===== src/rtl/vend_pkg.sv =====
// +----------------------------------------------------------------------------+
// | Module   : vend_pkg                                                        |
// | Desc     : Shared states, coin units and price lookup for the vend block.  |
// | Revision : 1.0                                                             |
// +----------------------------------------------------------------------------+
`default_nettype none

package vend_pkg;

    typedef enum logic [1:0] {
        IDLE     = 2'd0,
        COLLECT  = 2'd1,
        DISPENSE = 2'd2,
        CHANGE   = 2'd3
    } vend_state_t;

    localparam logic [1:0] COIN5_UNITS  = 2'd1;
    localparam logic [1:0] COIN10_UNITS = 2'd2;

    // Wide enough for 16 products at up to 16 bits per price.
    localparam int c_PRICE_VEC_W = 256;
    localparam int c_PRICE_W     = 16;

    function automatic logic [c_PRICE_W-1:0] price_of(
        input logic [c_PRICE_VEC_W-1:0] prices,
        input int                       cw,
        input int                       idx
    );
        logic [c_PRICE_VEC_W-1:0] v;
        v = prices >> (idx * cw);
        v = v & ((c_PRICE_VEC_W'(1) << cw) - c_PRICE_VEC_W'(1));
        return v[c_PRICE_W-1:0];
    endfunction

endpackage

`default_nettype wire


===== src/rtl/vend_credit_acc.sv =====
// +----------------------------------------------------------------------------+
// | Module   : vend_credit_acc                                                 |
// | Desc     : Credit register with overflow-rejecting add and subtract port.  |
// | Revision : 1.0                                                             |
// +----------------------------------------------------------------------------+
`default_nettype none

module vend_credit_acc #(
    parameter int CW = 4
) (
    input  logic          clk,
    input  logic          rst,
    input  logic          i_add_en,
    input  logic [1:0]    i_inc,
    input  logic          i_sub_en,
    input  logic [CW-1:0] i_sub_val,
    output logic [CW-1:0] o_credit,
    output logic [CW-1:0] o_sum_credit,
    output logic          o_ovf
);

    logic [CW-1:0] r_credit;
    logic [CW:0]   w_sum;

    // One extra bit holds credit+3 for any CW >= 2.
    assign w_sum        = {1'b0, r_credit} + (CW+1)'(i_inc);
    assign o_ovf        = i_add_en && (i_inc != 2'd0) && w_sum[CW];
    assign o_sum_credit = (i_add_en && !o_ovf) ? w_sum[CW-1:0] : r_credit;
    assign o_credit     = r_credit;

    always_ff @(posedge clk) begin
        if (rst) begin
            r_credit <= '0;
        end else if (i_sub_en) begin
            r_credit <= r_credit - i_sub_val;
        end else if (i_add_en) begin
            r_credit <= o_sum_credit;
        end
    end

endmodule

`default_nettype wire


===== src/rtl/vend_ctrl_multi.sv =====
// +----------------------------------------------------------------------------+
// | Module   : vend_ctrl_multi                                                 |
// | Desc     : Multi-product vending controller; optional idle-coin timeout    |
// |            enabled with macro VEND_TIMEOUT_EN.                             |
// | Revision : 1.0                                                             |
// +----------------------------------------------------------------------------+
`default_nettype none

module vend_ctrl_multi
    import vend_pkg::*;
#(
    parameter int                  NPROD   = 4,
    parameter int                  CW      = 4,
    parameter logic [NPROD*CW-1:0] PRICES  = {4'd5, 4'd4, 4'd3, 4'd2},
    parameter int                  TIMEOUT = 16
) (
    input  logic             clk,
    input  logic             rst,
    input  logic [NPROD-1:0] sel,
    input  logic             coin_5,
    input  logic             coin_10,
    input  logic             cancel,
    output logic [NPROD-1:0] dispense,
    output logic             change_5,
    output logic             coin_rej,
    output logic             busy,
    output logic [CW-1:0]    credit
);

    localparam int                       c_IDX_W      = (NPROD > 1) ? $clog2(NPROD) : 1;
    localparam logic [c_PRICE_VEC_W-1:0] c_PRICES_EXT = c_PRICE_VEC_W'(PRICES);

    vend_state_t        r_state;
    vend_state_t        w_next;
    logic [c_IDX_W-1:0] r_prod;
    logic [CW-1:0]      r_price;
    logic [c_IDX_W-1:0] w_sel_idx;
    logic [1:0]         w_inc;
    logic               w_add_en;
    logic               w_sub_en;
    logic [CW-1:0]      w_sub_val;
    logic [CW-1:0]      w_new_credit;
    logic               w_ovf;
    logic               w_credited;
    logic               w_timeout;
    logic [NPROD-1:0]   w_dispense;
    logic               w_change_5;
    logic               w_coin_rej;
    logic               w_busy;

    always_comb begin
        w_sel_idx = '0;
        for (int i = NPROD - 1; i >= 0; i--) begin
            if (sel[i]) w_sel_idx = c_IDX_W'(i);
        end
    end

    assign w_inc      = (coin_5 ? COIN5_UNITS : 2'd0) + (coin_10 ? COIN10_UNITS : 2'd0);
    assign w_add_en   = (r_state == COLLECT);
    assign w_sub_en   = (r_state == DISPENSE) || (r_state == CHANGE);
    assign w_sub_val  = (r_state == DISPENSE) ? r_price : CW'(1);
    assign w_credited = w_add_en && (w_inc != 2'd0) && !w_ovf;

    vend_credit_acc #(
        .CW (CW)
    ) u_credit_acc (
        .clk          (clk),
        .rst          (rst),
        .i_add_en     (w_add_en),
        .i_inc        (w_inc),
        .i_sub_en     (w_sub_en),
        .i_sub_val    (w_sub_val),
        .o_credit     (credit),
        .o_sum_credit (w_new_credit),
        .o_ovf        (w_ovf)
    );

`ifdef VEND_TIMEOUT_EN
    localparam int c_TMO_W = (TIMEOUT > 1) ? $clog2(TIMEOUT) : 1;
    logic [c_TMO_W-1:0] r_tmo_cnt;

    assign w_timeout = (r_state == COLLECT) && !w_credited &&
                       (r_tmo_cnt == c_TMO_W'(TIMEOUT - 1));

    always_ff @(posedge clk) begin
        if (rst) begin
            r_tmo_cnt <= '0;
        end else if ((r_state == COLLECT) && !w_credited && !w_timeout) begin
            r_tmo_cnt <= r_tmo_cnt + c_TMO_W'(1);
        end else begin
            r_tmo_cnt <= '0;
        end
    end
`else
    // TIMEOUT has no effect in this build; the expression is always false.
    assign w_timeout = (TIMEOUT < 0);
`endif

    always_ff @(posedge clk) begin
        if (rst) begin
            r_state  <= IDLE;
            r_prod   <= '0;
            r_price  <= '0;
            dispense <= '0;
            change_5 <= 1'b0;
            coin_rej <= 1'b0;
            busy     <= 1'b0;
        end else begin
            r_state  <= w_next;
            if ((r_state == IDLE) && (|sel)) begin
                r_prod  <= w_sel_idx;
                r_price <= CW'(price_of(c_PRICES_EXT, CW, 32'(w_sel_idx)));
            end
            dispense <= w_dispense;
            change_5 <= w_change_5;
            coin_rej <= w_coin_rej;
            busy     <= w_busy;
        end
    end

    always_comb begin
        w_next = r_state;
        case (r_state)
            IDLE: begin
                if (|sel) w_next = COLLECT;
            end
            COLLECT: begin
                // A coin in the same cycle as cancel is credited, then refunded.
                if (cancel || w_timeout) begin
                    w_next = (w_new_credit != '0) ? CHANGE : IDLE;
                end else if (w_new_credit >= r_price) begin
                    w_next = DISPENSE;
                end
            end
            DISPENSE: begin
                w_next = (credit != r_price) ? CHANGE : IDLE;
            end
            CHANGE: begin
                if (credit <= CW'(1)) w_next = IDLE;
            end
            default: w_next = IDLE;
        endcase
    end

    always_comb begin
        w_dispense = '0;
        if (r_state == DISPENSE) w_dispense = NPROD'(1) << r_prod;
        w_change_5 = (r_state == CHANGE);
        w_coin_rej = ((r_state == COLLECT) && w_ovf) ||
                     ((r_state == CHANGE) && (coin_5 || coin_10));
        w_busy     = (w_next != IDLE);
    end

endmodule

`default_nettype wire

===== config.mk =====
export PLATFORM = sky130hd
export DESIGN_NAME = vend_ctrl_multi
export DESIGN_NICKNAME = d
export VERILOG_FILES = /design/src/rtl/vend_pkg.sv /design/src/rtl/vend_credit_acc.sv /design/src/rtl/vend_ctrl_multi.sv
export SDC_FILE = /design/constraint.sdc
export NUM_CORES = 1
export LEC_CHECK = 0
export ABC_CLOCK_PERIOD_IN_PS = 3650
export CAP_MARGIN = 20
export CORE_ASPECT_RATIO = 1.2
export CORE_MARGIN = 5
export CORE_UTILIZATION = 29
export DETAILED_ROUTE_END_ITERATION = 12
export PLACE_DENSITY = 0.6
export SLEW_MARGIN = 25
export SYNTH_ARGS = -nofsm -noshare
export SYNTH_HDL_FRONTEND = slang
export SYNTH_HIERARCHICAL = 1
export SYNTH_SLANG_ARGS = --single-unit

===== constraint.sdc =====
create_clock -name clk -period 3.65 [get_ports clk]
set_input_delay 0.365 -clock clk [delete_from_list [all_inputs] [get_ports clk]]
set_output_delay 0.365 -clock clk [all_outputs]
set_load 0.01 [all_outputs]

# Word-level counts from Yosys, hierarchy flattened
# Cells that the tools add are included.
# totals
regBits,19
inputBits,9
out_inout_bits,11
elab_cells,54
# op_classes
addsub,3
n_lt_le_gt_ge,2
eq_ne,4
shift,2
muxes,17
n_bitwise,1
n_reduce_logical,17
# op_table
operator,n
$mux 2,11
$mux 4,4
$shr 15x4->4 const A,1
$pmux 2 s4,1
$logic_and 1x1->1,6
$reduce_bool 2->1,3
$add 4x2->5,1
$eq 2x2->1 const B,2
$ge 4x4->1,1
$le 4x1->1 const B,1
$ne 4x4->1,1
$reduce_bool 4->1,1
$reduce_or 4->1,1
$shl 1x2->4 const A,1
$sub 4x4->4,1
$logic_or 1x1->1,3
$add 1x2->2,1
$eq 2x1->1 const B,1
$logic_not 2->1,1
$reduce_or 2->1,1
$logic_not 1->1,1
$mux 1,1
$not 1->1,1

# Longest topological paths before layout
# Gate-level depths: netlist of run 1.
# logic_depth
word_depth,13
depth_mapped,12
ltp_nobuf,12

# Modules after synthesis
# Netlist of run 1, hierarchy kept.
# modules_own_cells
module,n_inst,cells_each,area_per_inst_um2,seq_area_each_um2
vend_ctrl_multi,1,69,633.1,240.2
vend_credit_acc,1,57,496.7,80.1

# Least setup slack after synthesis of run 1
# OpenSTA, ideal clock, no wires.
# synth_path
kind,reg-to-reg
start,"reg u_credit_acc.r_credit[0], in the netlist u_credit_acc/o_credit[0]"
end,reg r_state[1]
setup_time_ps,134
t_arrival_ps,2851
t_required_ps,3516
setup_slack_ps,665
stages_incl_launch_ff,13
n_path_buf,0
period_less_slack_ps,2985
path_cell_list,dfxtp_1 -> ha_1 -> inv_1 -> fa_1 -> o31ai_4 -> mux2_4 -> inv_1 -> ha_1 -> nand2b_1 -> a21o_1 -> a2111o_1 -> a21oi_1 -> nor3_1
# synth_via
elab_chain_len,9
word_cells_on_any_way,15
cone_classes,1 x add/sub; 2 x order compare; 1 x eq/ne; 7 x mux; 4 x reduce/logical
# synth_rtl
item,line_no,source
"start, declared",vend_credit_acc.sv:22,logic [CW-1:0] r_credit;
"start signal, assigned",vend_credit_acc.sv:35,r_credit <= r_credit - i_sub_val;
"start signal, assigned",vend_credit_acc.sv:37,r_credit <= o_sum_credit;
$add 4x2->5,vend_credit_acc.sv:26,"assign w_sum = {1'b0, r_credit} + (CW+1)'(i_inc);"
$logic_and 1x1->1,vend_credit_acc.sv:27,assign o_ovf = i_add_en && (i_inc != 2'd0) && w_sum[CW];
$logic_not 1->1,vend_credit_acc.sv:28,assign o_sum_credit = (i_add_en && !o_ovf) ? w_sum[CW-1:0] : r_credit;
$logic_and 1x1->1,vend_credit_acc.sv:28,
$mux 4 (*),vend_credit_acc.sv:28,
named net w_new_credit[0],vend_ctrl_multi.sv:42,logic [CW-1:0] w_new_credit;
$ge 4x4->1 / $reduce_bool 4->1 (equally long branches),"vend_ctrl_multi.sv:131, vend_ctrl_multi.sv:130",
"$mux 2, on equally long branches","vend_ctrl_multi.sv:131, vend_ctrl_multi.sv:130",
$mux 2 (*),vend_ctrl_multi.sv:129,if (cancel || w_timeout) begin
$pmux 2 s4 (*),vend_ctrl_multi.sv:123,case (r_state)
"end signal, assigned",vend_ctrl_multi.sv:109,r_state <= w_next;
"end, declared",vend_ctrl_multi.sv:33,vend_state_t r_state;
# Mark *: on every way through the listed nets, which the timed path passes. The rest lies on a longest branch.
# A chain may end at the register's enable or synchronous reset.

# Worst setup path after layout of run 1
# layout_path
start,in coin_5
end,reg r_state[1]
# layout_via
elab_chain_len,12
word_cells_on_any_way,15
cone_classes,2 x add/sub; 1 x order compare; 6 x mux; 6 x reduce/logical
# layout_rtl
item,line_no,source
"start, declared",vend_ctrl_multi.sv:20,"input logic coin_5,"
$mux 1 (*),vend_ctrl_multi.sv:58,assign w_inc = (coin_5 ? COIN5_UNITS : 2'd0) + (coin_10 ? COIN10_UNITS : 2'd0);
$add 1x2->2 (*),vend_ctrl_multi.sv:58,
branches (longest 5 deep; another with $add 4x2->5),n/a,
$mux 4 (*),vend_credit_acc.sv:28,
named net w_new_credit[0],vend_ctrl_multi.sv:42,
$ge 4x4->1 / $reduce_bool 4->1 (equally long branches),"vend_ctrl_multi.sv:131, vend_ctrl_multi.sv:130",
"$mux 2, on equally long branches","vend_ctrl_multi.sv:131, vend_ctrl_multi.sv:130",
$mux 2 (*),vend_ctrl_multi.sv:129,
$pmux 2 s4 (*),vend_ctrl_multi.sv:123,
# Mark *: on every way through the listed nets, which the timed path passes.

==> impl_metrics.env, run 1 <==
export IMPL_status="finished, final reports clean"
export IMPL_drt_antenna_violating_nets=0
export IMPL_crit_path_start_kind="input port"
export IMPL_place_congestion=0.8267
export IMPL_cts_setup_buffers=0
export IMPL_vias_per_cell=4.793
export IMPL_synth_area_top_cells="dfxtp_1 (28%), ha_1 (8.9%), inv_1 (3.7%)"
export IMPL_grt_remaining_overflow=0
export IMPL_hold_end="dispense[0]"
export IMPL_cts_tree="yes"
export IMPL_netlist_area_mm2=0.001130
export IMPL_drv_slew=0
export IMPL_synth_top_cell_by_area="dfxtp_1"
export IMPL_hold_start="r_price[2]"
export IMPL_syn_area_per_cell_um2=8.967
export IMPL_slew_headroom=0.4853
export IMPL_antenna_found_initial=0
export IMPL_ctsLongestPathBuffers=2
export IMPL_hold_viol=0
export IMPL_initial_core_util=0.3059
export IMPL_ctsRootBufferMaster="clkbuf_8"
export IMPL_multi_input_area_um2=744.5
export IMPL_synth_edf_count=0
export IMPL_crit_path_max_incr_delay_ns=0.49
export IMPL_holdPathStages=1
export IMPL_slowest_stage="clkdlybuf4s50_1"
export IMPL_die_area_mm2=0.005250
export IMPL_firstDrtPassIters=4
export IMPL_die_w_um=66.98
export IMPL_reg2reg_to="r_state[1]"
export IMPL_dieHeight_um=78.38
export IMPL_worstMarginPinSlew_ns=0.7696
export IMPL_synth_cell_types=47
export IMPL_mostFrequentLayoutCells="clkdlybuf4s50_1 (19), dfxtp_1 (16), inv_1 (11)"
export IMPL_drive_gt1_frac=0.1722
export IMPL_post_cts_resized=0
export IMPL_fillCellCount=367
export IMPL_cp_required_ns=3.75
export IMPL_clock_latency_ns=0.24
export IMPL_power_density_mw_per_mm2=662.4
export IMPL_timing_worst_setup_path_type="in -> reg"
export IMPL_critPathMaxFanout=4
export IMPL_crit_start="coin_5"
export IMPL_grt_pass1_wl_mm=4.485
export IMPL_finalClockSkew_ns=0.002721
export IMPL_routedWlPerCell_um=12.76
export IMPL_ioPinCount=20
export IMPL_grt_setup_unrepaired="no"
export IMPL_antenna_diode_count=0
export IMPL_syn_to_final_growth_pct=29.35
export IMPL_finalCritPeriodShare=0.8998
export IMPL_drc=0
export IMPL_fin_nets=171
export IMPL_track_usage=0.1094
export IMPL_final_util=0.3957
export IMPL_grt_max_degree=21
export IMPL_r2r_cells=12
export IMPL_r2r_start="u_credit_acc/o_credit[0]"
export IMPL_async_flop_share=0
export IMPL_p_leak_nw=0.5646
export IMPL_setup_viol=0
export IMPL_ys_warnings_count=6
export IMPL_dp_hpwl_mm=1.995
export IMPL_vias=973
export IMPL_yosys_area_top_type_share=0.2835
export IMPL_layout_commonest_cell="clkdlybuf4s50_1"
export IMPL_rows=24
export IMPL_cap_viol_max_count=0
export IMPL_critPathArrivalTime_ns=3.39
export IMPL_finalWirelength_mm=2.590
export IMPL_numPortBuffers=19
export IMPL_path_buf_inv=3
export IMPL_htreeDepth=1
export IMPL_path_clk_slew_ns=0.06
export IMPL_ctsHoldBuffers=0
export IMPL_grt_pass1_vias=989
export IMPL_fin_crit_ns=3.284
export IMPL_synth_seq_area_share=0.2835
export IMPL_tns_ns=0
export IMPL_core_area_mm2=0.003694
export IMPL_cp_cell_sequence="clkdlybuf4s50_1 -> ha_1 -> inv_1 -> fa_1 -> o31ai_4 -> mux2_4 -> inv_1 -> ha_1 -> nand2b_1 -> a21o_1 -> a2111o_1 -> a21oi_1 -> nor3_1"
export IMPL_drt_iter0_drc=21
export IMPL_clock_sinks=16
export IMPL_synth_cells=126
export IMPL_hp_class="reg -> reg"
export IMPL_numCtsBuffers=3
export IMPL_ir_drop_v=0.0002637
export IMPL_r2r_slack_ns=0.51
export IMPL_ys_ff_latch=16
export IMPL_max_freq_ghz=0.3045
export IMPL_critPathCaptureType="register"
export IMPL_ys_flop_type="dfxtp_1"
export IMPL_path_delay_family="compound AO/OA/AOI/OAI gates"
export IMPL_seq_area_um2=320.3
cell families after synthesis:
family | Yosys count | share of synthesized area
AO/OA/AOI/OAI | 29 | 0.2392
XOR/XNOR | 5 | 0.03876
adder cells (fa/ha/maj) | 10 | 0.1240
buffers and inverters | 19 | 0.06755
flip-flops | 16 | 0.2835
multiplexers | 3 | 0.03100
other | 1 | 0.003319
AND/OR/NAND/NOR | 43 | 0.2126
metal layers:
layer | global-route usage | routed length (µm)
met5 | 0 | 0
met4 | 0.04462 | 30
met3 | 0.02714 | 96
met2 | 0.1865 | 1327
met1 | 0.1288 | 1136
worst reg2reg max path: cells and delay by family, from the launching register on:
kind            cells  cell delay (ns)
compound gates      4             1.06
fa+ha+maj           3             0.88
flops               1             0.43
mux                 1             0.34
simple gates        2             0.19
buf+inv             2             0.11
worst max-delay path by stage:
stage	end	slack [ns]	cells after the start
after global placement	r_state[1]	0.19	13
after global routing	r_state[1]	0.22	13
after detailed placement	r_state[1]	0.11	13
final	r_state[1]	0.37	13
after CTS	r_state[1]	0.36	13
after floorplan	r_state[1]	0.66	12
registers in the layout (all words and copies together) (netlist names):
| register | flops |
|---|---|
| busy | 1 |
| change_5 | 1 |
| coin_rej | 1 |
| dispense | 4 |
| r_price | 2 |
| r_prod | 1 |
| r_state | 2 |
| u_credit_acc/o_credit | 4 |
report_power, final:
group / switching (W) / leakage [nW] / internal [W]
logic: 0.000286 / 0.405 / 0.000263
registers: 0.0000510 / 0.131 / 0.000213
clock network: 0.0000589 / 0.0288 / 0.0000955
total: 0.000396 / 0.565 / 0.000572
stage by stage:
step | power (W) | instances | setup WS, ns | area [µm²] | hold WS [ns]
2_1_floorplan | 0.0006516 | 129 | 0.6650 | 1141 | 0.4612
3_3_place_gp | 0.0007960 | 199 | 0.1921 | 1406 | 0.5086
6_report | 0.0009681 | 203 | 0.3658 | 1461 | 0.5333
5_1_grt | 0.001055 | 203 | 0.2202 | 1461 | 0.5756
4_1_cts | 0.0009778 | 203 | 0.3637 | 1461 | 0.5252
3_5_place_dp | 0.0008153 | 199 | 0.1056 | 1406 | 0.5064
synthesized netlist by cell type, types with 2 or more instances:
| cell type | n |
|---|---|
| inv_1 | 11 |
| nand2_1 | 6 |
| and3_2 | 2 |
| nor2_1 | 10 |
| a211oi_2 | 2 |
| o21ai_0 | 4 |
| nor4_1 | 4 |
| a21o_1 | 2 |
| nor3b_1 | 2 |
| xnor2_1 | 4 |
| mux2i_1 | 2 |
| nand2b_1 | 2 |
| nor3_1 | 6 |
| inv_2 | 2 |
| nand3_1 | 2 |
| dfxtp_1 | 16 |
| a211oi_1 | 2 |
| ha_1 | 8 |
| clkbuf_1 | 4 |
| nor2b_1 | 2 |
| fa_1 | 2 |
| a21oi_1 | 4 |
| o21a_1 | 3 |
area by class of cell:
| type | instances | share of cell area |
|---|---|---|
| Timing Repair Buffer | 24 | 0.1558 |
| Inverter | 13 | 0.03339 |
| Clock buffer | 4 | 0.03767 |
| Multi-Input combinational cell | 94 | 0.5094 |
| Sequential cell | 16 | 0.2192 |
| Tap cell | 52 | 0.04452 |
(Power assumes the default switching activity.)
==> run 2: changes to the inputs <==
==> constraint.sdc (replaced) <==
create_clock -name clk -period 3.65 [get_ports clk]
set_input_delay 0.9125 -clock clk [delete_from_list [all_inputs] [get_ports clk]]
set_output_delay 0.9125 -clock clk [all_outputs]
set_load 0.01 [all_outputs]
==> run 2 against run 1 <==
Against the previous run:
- worst setup slack lost 0.20 ns
- clock skew is 0.0021 ns higher
- clock power barely moved
- combinational power is 5.1% higher
- register-to-register slack better by 0.05 ns
- non-clock buffer count increased by 3
- power increased by 4.4%
- worst hold slack worse by 0.032 ns
==> impl_metrics.env, run 2 (synthesized netlist as in run 1, its figures left out) <==
export IMPL_max_freq_ghz=0.2873
export IMPL_cap_viol_max_count=0
export IMPL_p_leak_nw=0.5887
export IMPL_drt_antenna_violating_nets=0
export IMPL_slowest_stage="fa_2"
export IMPL_cp_depth=12
export IMPL_core_area_mm2=0.003694
export IMPL_setup_viol=0
export IMPL_die_w_um=66.98
export IMPL_drv_slew=0
export IMPL_finalCritPeriodShare=0.9537
export IMPL_fin_ws_ns=0.1690
export IMPL_swShare=0.4085
export IMPL_power_frac_clock=0.152
export IMPL_holdWs_ns=0.5011
export IMPL_dpl_instance_area_mm2=0.001421
export IMPL_crit_path_start_kind="input port"
export IMPL_power_density_mw_per_mm2=675.8
export IMPL_power_switching_w=0.0004128
export IMPL_initial_core_util=0.3059
export IMPL_mostFrequentLayoutCells="clkdlybuf4s50_1 (17), dfxtp_1 (16), inv_1 (11)"
export IMPL_grt_pass1_wl_mm=4.823
export IMPL_path_clk_slew_ns=0.06
export IMPL_firstDrtPassIters=4
export IMPL_power_total_w=0.001010
export IMPL_holdPathStages=1
export IMPL_antenna_found_initial=0
export IMPL_comb_power_share=0.572
export IMPL_track_usage=0.1163
export IMPL_critPathCaptureType="register"
export IMPL_rows=24
export IMPL_fin_crit_ns=3.481
export IMPL_ir_drop_v=0.0002723
export IMPL_r2r_cells=11
export IMPL_place_congestion=0.8557
export IMPL_dp_hpwl_mm=2.111
export IMPL_finalClockSkew_ns=0.004821
export IMPL_ioPinCount=20
export IMPL_dieHeight_um=78.38
export IMPL_fin_nets=174
export IMPL_vias=1007
export IMPL_final_area_mm2=0.001495
export IMPL_clock_sinks=16
export IMPL_cp_cell_sequence="dlygate4sd2_1 -> ha_2 -> inv_1 -> fa_2 -> o31ai_4 -> buf_4 -> mux2i_1 -> ha_1 -> a21o_1 -> a2111o_1 -> a21oi_1 -> nor3_1"
export IMPL_path_delay_family="compound AO/OA/AOI/OAI gates"
export IMPL_cts_tree="yes"
export IMPL_final_util=0.4048
export IMPL_numCtsBuffers=3
export IMPL_worstMarginPinSlew_ns=0.7773
export IMPL_path_buf_inv=3
export IMPL_grt_max_degree=21
export IMPL_routedWlPerCell_um=13.62
export IMPL_p_int_w=0.0005976
export IMPL_grt_remaining_overflow=0
export IMPL_slew_headroom=0.4802
export IMPL_syn_to_final_growth_pct=32.34
export IMPL_clock_latency_ns=0.25
export IMPL_numPortBuffers=19
export IMPL_crit_path_max_incr_delay_ns=0.41
export IMPL_cp_required_ns=3.75
export IMPL_timing_worst_setup_path_type="in -> reg"
export IMPL_status="finished, final reports clean"
export IMPL_grt_pass1_vias=1014
export IMPL_critPathMaxFanout=2
export IMPL_hold_viol=0
export IMPL_critPathArrivalTime_ns=3.58
export IMPL_hp_class="reg -> reg"
export IMPL_drive_gt1_frac=0.2078
export IMPL_ctsHoldBuffers=0
export IMPL_layout_commonest_cell="clkdlybuf4s50_1"
export IMPL_die_area_mm2=0.005250
export IMPL_htreeDepth=1
export IMPL_drt_iter0_drc=45
export IMPL_pre_cts_ws_ns=-0.3741
export IMPL_ctsRootBufferMaster="clkbuf_8"
export IMPL_p_seq_frac=0.275
export IMPL_vias_per_cell=4.888
export IMPL_ctsLongestPathBuffers=2
export IMPL_finalWirelength_mm=2.805
export IMPL_drc=0
export IMPL_antenna_diode_count=0
-- run 2: changes by cell type in the layout (fill, tap and decap cells not counted) --
cell,delta
dlygate4sd2_1,+1
dlymetal6s2s_1,+1
fa_2,+1
a211oi_1,-1
a211oi_2,+1
ha_1,-1
ha_2,+1
fa_1,-1
clkdlybuf4s50_1,-2
buf_4,+3
-- run 2: worst paths after layout --
kind | from | endpoint | slack (ns)
worst max-delay path | coin_5 | r_state[1] | 0.17
worst min-delay path | r_price[2] | dispense[0] | 0.50
worst max register to register | u_credit_acc/o_credit[0] | r_state[1] | 0.56
worst min register to register | r_price[2] | dispense[0] | 0.50
-- run 2: per-stage QoR --
stage | cells | TNS [ns]
6_report | 206 | 0
5_1_grt | 206 | -0.001600
4_1_cts | 206 | 0
3_5_place_dp | 201 | -0.6973
3_3_place_gp | 201 | -0.4904
2_1_floorplan | 129 | 0
-- run 2: metal layers --
layer	vias up	GRT usage	part of all wire
li1	502	-	-
met1	474	0.1477	0.42
met2	25	0.1954	0.51
met3	6	0.01857	0.057
met4	0	0.04260	0.015
met5	-	0	0
-- run 2: power groups by stage --
stage,Sequential (W),Clock (W),Combinational [W]
floorplan,0.000271,0,0.000381
global placement,0.000280,0,0.000529
detailed placement,0.000282,0,0.000550
CTS,0.000279,0.000161,0.000563
global route,0.000286,0.000167,0.000635
finish,0.000278,0.000154,0.000578
-- run 2: cell type report --
| type | count | area, µm² |
|---|---|---|
| Clock buffer | 4 | 55.05 |
| Inverter | 13 | 48.80 |
| Timing Repair Buffer | 27 | 251.5 |
| Sequential cell | 16 | 320.3 |
| Tap cell | 52 | 65.06 |
| Multi-Input combinational cell | 94 | 754.5 |
| Fill cell | 360 | 2198 |
-- run 2: what timing repair did --
item / in CTS / in global routing
gates cloned: 0 / 0
setup endpoints to repair: 2 / 2
pin swaps: 4 / 1
resized for setup: 3 / 2
buffers inserted: 1 / 0
